==> config.mk <==
export PLATFORM = sky130hd
export DESIGN_NAME = fifo_wr_arbiter
export DESIGN_NICKNAME = d
export VERILOG_FILES = /design/src/rtl/fifo_wr_arbiter.sv
export SDC_FILE = /design/constraint.sdc
export NUM_CORES = 1
export LEC_CHECK = 0
export BUFFER_PORTS_ARGS = -buffer_cell sky130_fd_sc_hd__buf_2
export CORE_MARGIN = 10
export CORE_UTILIZATION = 43
export CTS_CLUSTER_DIAMETER = 150
export DETAILED_ROUTE_END_ITERATION = 7
export GPL_TIMING_DRIVEN = 0
export PLACE_DENSITY = 0.82
export SLEW_MARGIN = 5
export SYNTH_ARGS = -nofsm -noshare
export SYNTH_HDL_FRONTEND = slang
export SYNTH_SLANG_ARGS = --single-unit
==> constraint.sdc <==
create_clock -name clk -period 2.68 [get_ports clk]
set_input_delay 0.134 -clock clk [delete_from_list [all_inputs] [get_ports clk]]
set_output_delay 0.134 -clock clk [all_outputs]
set_load 0.02 [all_outputs]
==> src/rtl/fifo_wr_arbiter.sv <==
// fifo_wr_arbiter: round-robin sharing of one async_fifo write port among n_req producers.
// Latency: first gnt/w_en one cycle after req rises; one IDLE arbitration cycle between bursts.
// Backpressure: full stalls the owner's burst (w_en/gnt low); optional FIFO_ARB_STATS_EN adds stall_cnt.
module fifo_wr_arbiter #(
  parameter int width     = 8,
  parameter int n_req     = 4,
  parameter int max_burst = 4
) (
  input  logic                     clk,
  input  logic                     rst,
  input  logic [n_req-1:0]         req,
  input  logic [n_req-1:0]         req_last,
  input  logic [n_req*width-1:0]   req_data,
  input  logic                     full,
  output logic                     w_en,
  output logic [width-1:0]         wdata,
  output logic [n_req-1:0]         gnt,
  output logic [$clog2(n_req)-1:0] owner,
  output logic                     busy
`ifdef FIFO_ARB_STATS_EN
  ,
  output logic [15:0]              stall_cnt
`endif
);

  localparam int OW = $clog2(n_req);
  localparam int BW = $clog2(max_burst + 1);
  localparam logic [OW-1:0]    LAST_IDX  = OW'(n_req - 1);
  localparam logic [BW-1:0]    BURST_MAX = BW'(max_burst);
  localparam logic [n_req-1:0] GNT_ONE   = n_req'(1);

  typedef enum logic {
    IDLE = 1'b0,
    XFER = 1'b1
  } state_t;

  state_t        state_q, state_d;
  logic [OW-1:0] owner_q, owner_d;
  logic [OW-1:0] rr_ptr_q, rr_ptr_d;
  logic [BW-1:0] beat_cnt_q, beat_cnt_d;

  logic          pick_vld;
  logic [OW-1:0] pick_idx;
  logic [OW-1:0] cand;
  int            scan;
  logic [OW-1:0] owner_inc;
  logic [BW-1:0] beat_inc;
  logic          own_req;
  logic          own_last;
  logic          acc;

  // Round-robin pick: first active requester at or above rr_ptr, wrapping n_req-1 -> 0.
  always_comb begin
    pick_vld = 1'b0;
    pick_idx = '0;
    scan     = 0;
    cand     = '0;
    for (int k = 0; k < n_req; k++) begin
      scan = int'(rr_ptr_q) + k;
      if (scan >= n_req) scan = scan - n_req;
      cand = OW'(scan);
      if (!pick_vld && req[cand]) begin
        pick_vld = 1'b1;
        pick_idx = cand;
      end
    end
  end

  assign own_req   = req[owner_q];
  assign own_last  = req_last[owner_q];
  assign acc       = (state_q == XFER) && own_req && !full;
  assign owner_inc = (owner_q == LAST_IDX) ? '0 : owner_q + OW'(1);
  assign beat_inc  = beat_cnt_q + BW'(1);

  // FIFO-side outputs are combinational so a full-flag rise blocks the write in the same cycle.
  assign w_en  = acc;
  assign gnt   = acc ? (GNT_ONE << owner_q) : '0;
  assign wdata = req_data[int'(owner_q)*width +: width];
  assign owner = owner_q;
  assign busy  = (state_q == XFER);

  // Next-state: arbitrate in IDLE, count beats and close/abandon bursts in XFER.
  always_comb begin
    state_d    = state_q;
    owner_d    = owner_q;
    rr_ptr_d   = rr_ptr_q;
    beat_cnt_d = beat_cnt_q;
    case (state_q)
      IDLE: begin
        if (pick_vld) begin
          owner_d    = pick_idx;
          beat_cnt_d = '0;
          state_d    = XFER;
        end
      end
      XFER: begin
        if (!own_req) begin
          // Owner withdrew: give up the port without writing.
          state_d  = IDLE;
          rr_ptr_d = owner_inc;
        end else if (acc) begin
          beat_cnt_d = beat_inc;
          if (own_last || (beat_inc == BURST_MAX)) begin
            state_d  = IDLE;
            rr_ptr_d = owner_inc;
          end
        end
      end
      default: state_d = IDLE;
    endcase
  end

  // Arbiter state registers; reset drops any burst in flight.
  always_ff @(posedge clk or posedge rst) begin
    if (rst) begin
      state_q    <= IDLE;
      owner_q    <= '0;
      rr_ptr_q   <= '0;
      beat_cnt_q <= '0;
    end else begin
      state_q    <= state_d;
      owner_q    <= owner_d;
      rr_ptr_q   <= rr_ptr_d;
      beat_cnt_q <= beat_cnt_d;
    end
  end

`ifdef FIFO_ARB_STATS_EN
  logic [15:0] stall_cnt_q;

  // Count cycles where the owner had a word ready but the FIFO was full; saturates.
  always_ff @(posedge clk or posedge rst) begin
    if (rst) begin
      stall_cnt_q <= '0;
    end else if ((state_q == XFER) && own_req && full && (stall_cnt_q != 16'hFFFF)) begin
      stall_cnt_q <= stall_cnt_q + 16'd1;
    end
  end

  assign stall_cnt = stall_cnt_q;
`endif

endmodule

==> impl.org <==
** Layout
- The post-route netlist has 57.9% of its cells at a drive strength greater than 1.
- Most frequent cells in the layout :: sky130_fd_sc_hd__buf_2 (60), sky130_fd_sc_hd__mux4_2 (9), sky130_fd_sc_hd__dfrtp_1 (8)
- With fillers left out, the area of the finished cells amounts to 1160 sq um.
- Summing all flip-flop and latch instances after layout gives 200 sq um.
- Area of the multi-input gates :: 566 sq um
- Fillcell total :: 166
- Commonest non-fill, non-tap cell in the layout :: sky130_fd_sc_hd__buf_2
- The repair_antennas step left the layout with diodes totalling 0.
- Number of nets in the layout :: 184
- Layout Area Growth over Synthesis :: 43.7%
- Final core area utilization :: 66.0%

** STA
- Setup repair after global routing left no endpoint under its margin.
- # setup viols final :: 0
- The number of failing hold endpoints at the final stage is 0.
- Shortest clock period the worst path allows after layout :: 2.15 ns
- At the pin with the least slew margin, the transition time is 0.436 ns.
- Once routing completed, OpenROAD measured the worst setup slack at 0.535 ns.
- For the final routed database, the setup TNS stands at 0 ns.
- Fmax :: 0.466 GHz
- Worst relative slew slack :: 70.9%
- Max-slew violations :: 0
- Share of the clock period used by the worst path :: 80.0%
- Layout Skew :: 0.0103 ns

** Critical path
- Counting both buffers and inverters, the worst setup path holds a total of 2.
- The worst setup path is of the flip-flop to output pin kind.
- Capturing point of the worst reg2reg path :: beat_cnt_q[0]$_DFFE_PP0P_
- The signal on the critical path passes through mux4_2 > and3b_1 > buf_2 > and2_1 > buf_2.
- Stages on the worst setup path :: 5
- By instance count, the cell type seen most on the critical path is sky130_fd_sc_hd__buf_2.
- Critical Path Sink Type :: output pin
- Depth of the most critical reg-to-reg path :: 4
- The most critical setup path has its startpoint at owner[0]$_DFFE_PP0P_.
- STA puts the critical path data arrival time at 2.01 ns.
- Among cell families on the critical path, the largest total delay comes from multiplexers.
- In this design, the stage delay of the slowest critical-path cell is 0.58 ns.
- In this run the critical register-to-register path is launched from owner[0]$_DFFE_PP0P_.
- Cell with the largest stage delay on the worst path :: sky130_fd_sc_hd__mux4_2
- Maximum fanout along the worst path :: 10
- Data on the critical path is required at its endpoint by 2.55 ns.
- R2r setup slk :: 0.86 ns
- STA classifies the critical path startpoint as a flip-flop.

** Die
- The die is 63.4 um tall.
- Die Footprint :: 4020 sq um
- I/O pin count :: 59
- From left edge to right edge, the die measures 63.4 um.
- Once the floorplan was initialized, standard cells occupied 45.9% of the core.
- Area inside the core boundary :: 1760 sq um
- The floorplan has 15 rows.

** Routing
- Number of search-and-repair iterations in the first detailed-routing pass :: 4
- After detailed routing, the number of vias per cell comes to 5.29.
- Once detail routing completed, the nets flagged for antenna violations numbered 0.
- Violation count after the first detailed-route iteration :: 50
- After detailed routing, the number of remaining DRC violations is 0.
- Number of vias in the routed layout :: 836
- Routed Wire Length :: 2620 um
- In the final routed layout, each cell accounts on average for 16.6 um.

** Synthesis
- After technology mapping, the gate count stands at 71.
- Mean post-synth cell area :: 11.4 sq um
- The number of nets in the synthesized netlist is 120.
- Cell types occupying the most area after synthesis :: sky130_fd_sc_hd__mux4_2 (25%), sky130_fd_sc_hd__dfrtp_1 (25%), sky130_fd_sc_hd__ha_1 (9.3%)
- Counting flops and latches in the post-synthesis netlist gives 8.
- For this run, the number of Yosys warnings is 0.
- Post-synth cell types :: 27
- The mapped netlist covers 810 sq um.
- In this run the biggest area consumer among cell types represents 25.0% of the synthesized area.
- Sequential share of the synthesized area :: 24.7%
- Summed over all instances, the cell type with the most area after synthesis is sky130_fd_sc_hd__mux4_2.

** Worst hold path
- Origin of the worst min-delay path :: req[3]
- Along the worst hold path, the cell count comes to 3.
- Endpoint of the worst hold path :: owner[1]$_DFFE_PP0P_
- In this run the worst hold path is classified as input pin to flip-flop.

** Global routing
- The initial antenna violation count came to 0.
- Overall fraction of global-route tracks in use :: 12.5%
- GRT Residual Overflow :: 0
- Pin count of the biggest net entering global routing :: 11
- The first global-routing pass estimated 4200 um of wire.
- The via count of the first global-routing pass is 876.

** CTS
- Clock transition at the register clock pins on the worst setup and hold paths after CTS :: 0.06 ns
- The longest clock path from root to sink contains 2 buffers.
- In this run, post-CTS repair resized a total of 0 instances.
- In this run the number of H-tree levels came out at 1.
- CTS saw 8 sinks.
- Number of buffers inserted by post-CTS setup repair :: 0
- The root buffer cell chosen for the clock tree is sky130_fd_sc_hd__clkbuf_4.
- The clock reaches the later pin of the worst-skew pair after 0.26 ns.
- TritonCTS built the clock tree.
- Buffers inserted during clock tree synthesis total 3.

** Outcome
- Run status :: complete, no violations

** Placement
- The HPWL after detailed placement is 2290 um.
- At the end of routability-driven placement, the weighted congestion stood at 0.850.
- I/O Buffers :: 58
- Standard cell area after detailed placement :: 1130 sq um
- Placement Setup Slack :: 0.806 ns

** Pwr
- In this run the static leakage power is 0.608 nW.
- Power density normalized to cell area :: 944 nW/um^2
- Maximum vdd ir drop :: 0.000475 V

** Run
- The tool flagged a number of max-cap violations equal to 0.
through the flow:
step | std cells | hold slack, ns | total power [mW]
floorplan | 71 | -0.0503 | 0.794
global placement | 154 | 0.0838 | 0.999
detailed placement | 154 | 0.0920 | 1.01
CTS | 158 | 0.238 | 1.11
global route | 158 | 0.265 | 1.19
finish | 158 | 0.246 | 1.10
registers in the layout, indices dropped and copies added (netlist names):
name        cells
owner           2
rr_ptr_q        2
beat_cnt_q      3
busy            1
layout make-up:
| type | count | area share [%] |
|---|---|---|
| inverters | 7 | 2.26 |
| flip-flops and latches | 8 | 17.2 |
| multi-input cells | 53 | 48.6 |
| well taps | 25 | 2.69 |
| plain buffers | 3 | 1.51 |
| clock buffers | 3 | 1.94 |
| repair buffers | 59 | 25.8 |
per-layer routing:
layer	global-route usage (%)	part of all wire, %	up-vias
met5	0	0	-
met4	3.28	1.0	0
met3	4.24	12	3
met2	21.1	48	56
met1	14.7	39	383
li1	-	-	394
cell usage after synthesis (all sizes together):
cell and n:
o22ai 1, dfrtp 8, a31o 1, mux2i 3, o221ai 1, buf 3
inv 7, nand2 3, mux2 6, and2 4, nor2 4, ha 6
a221oi 1, and3b 1, o21ai 3, a21o 1, a21oi 2, xnor2 1
o41ai 1, mux4 9, nor4 1, nor3b 1, nor3 3
kinds of logic (layout without fill, tap and decap cells):
family | Yosys count | after routing | share of synthesized area (%)
flip-flops | 8 | 8 | 24.7
AND/OR/NAND/NOR | 17 | 17 | 11.0
XOR/XNOR | 1 | 1 | 1.08
AO/OA/AOI/OAI | 11 | 11 | 11.4
buffers and inverters | 10 | 72 | 5.41
adder cells (fa/ha/maj) | 6 | 6 | 9.27
multiplexers | 18 | 18 | 37.1
where the power goes:
group | switching (mW) | total (mW) | internal [mW] | leakage (nW)
sequential | 0.0750 | 0.248 | 0.173 | 0.100
clock | 0.0433 | 0.0947 | 0.0514 | 0.0138
combinational | 0.395 | 0.755 | 0.360 | 0.494
worst min-delay path: cells and delay by family:
family | cells | cell delay [ns]
AO/OA/AOI/OAI | 2 | 0.21
buffers and inverters | 1 | 0.13
what timing repair did:
item | in CTS | in global routing
endpoints found under the hold margin | 8 | 0
setup endpoints to repair | 0 | 0
hold buffers | 1 | 0
how the worst max path moves through the flow:
stage / end
finish: gnt[2]
detailed placement: gnt[0]
global route: gnt[2]
floorplan: beat_cnt_q[0]$_DFFE_PP0P_
global placement: gnt[0]
CTS: gnt[0]
No activity file was read; power rests on OpenSTA's default activity.
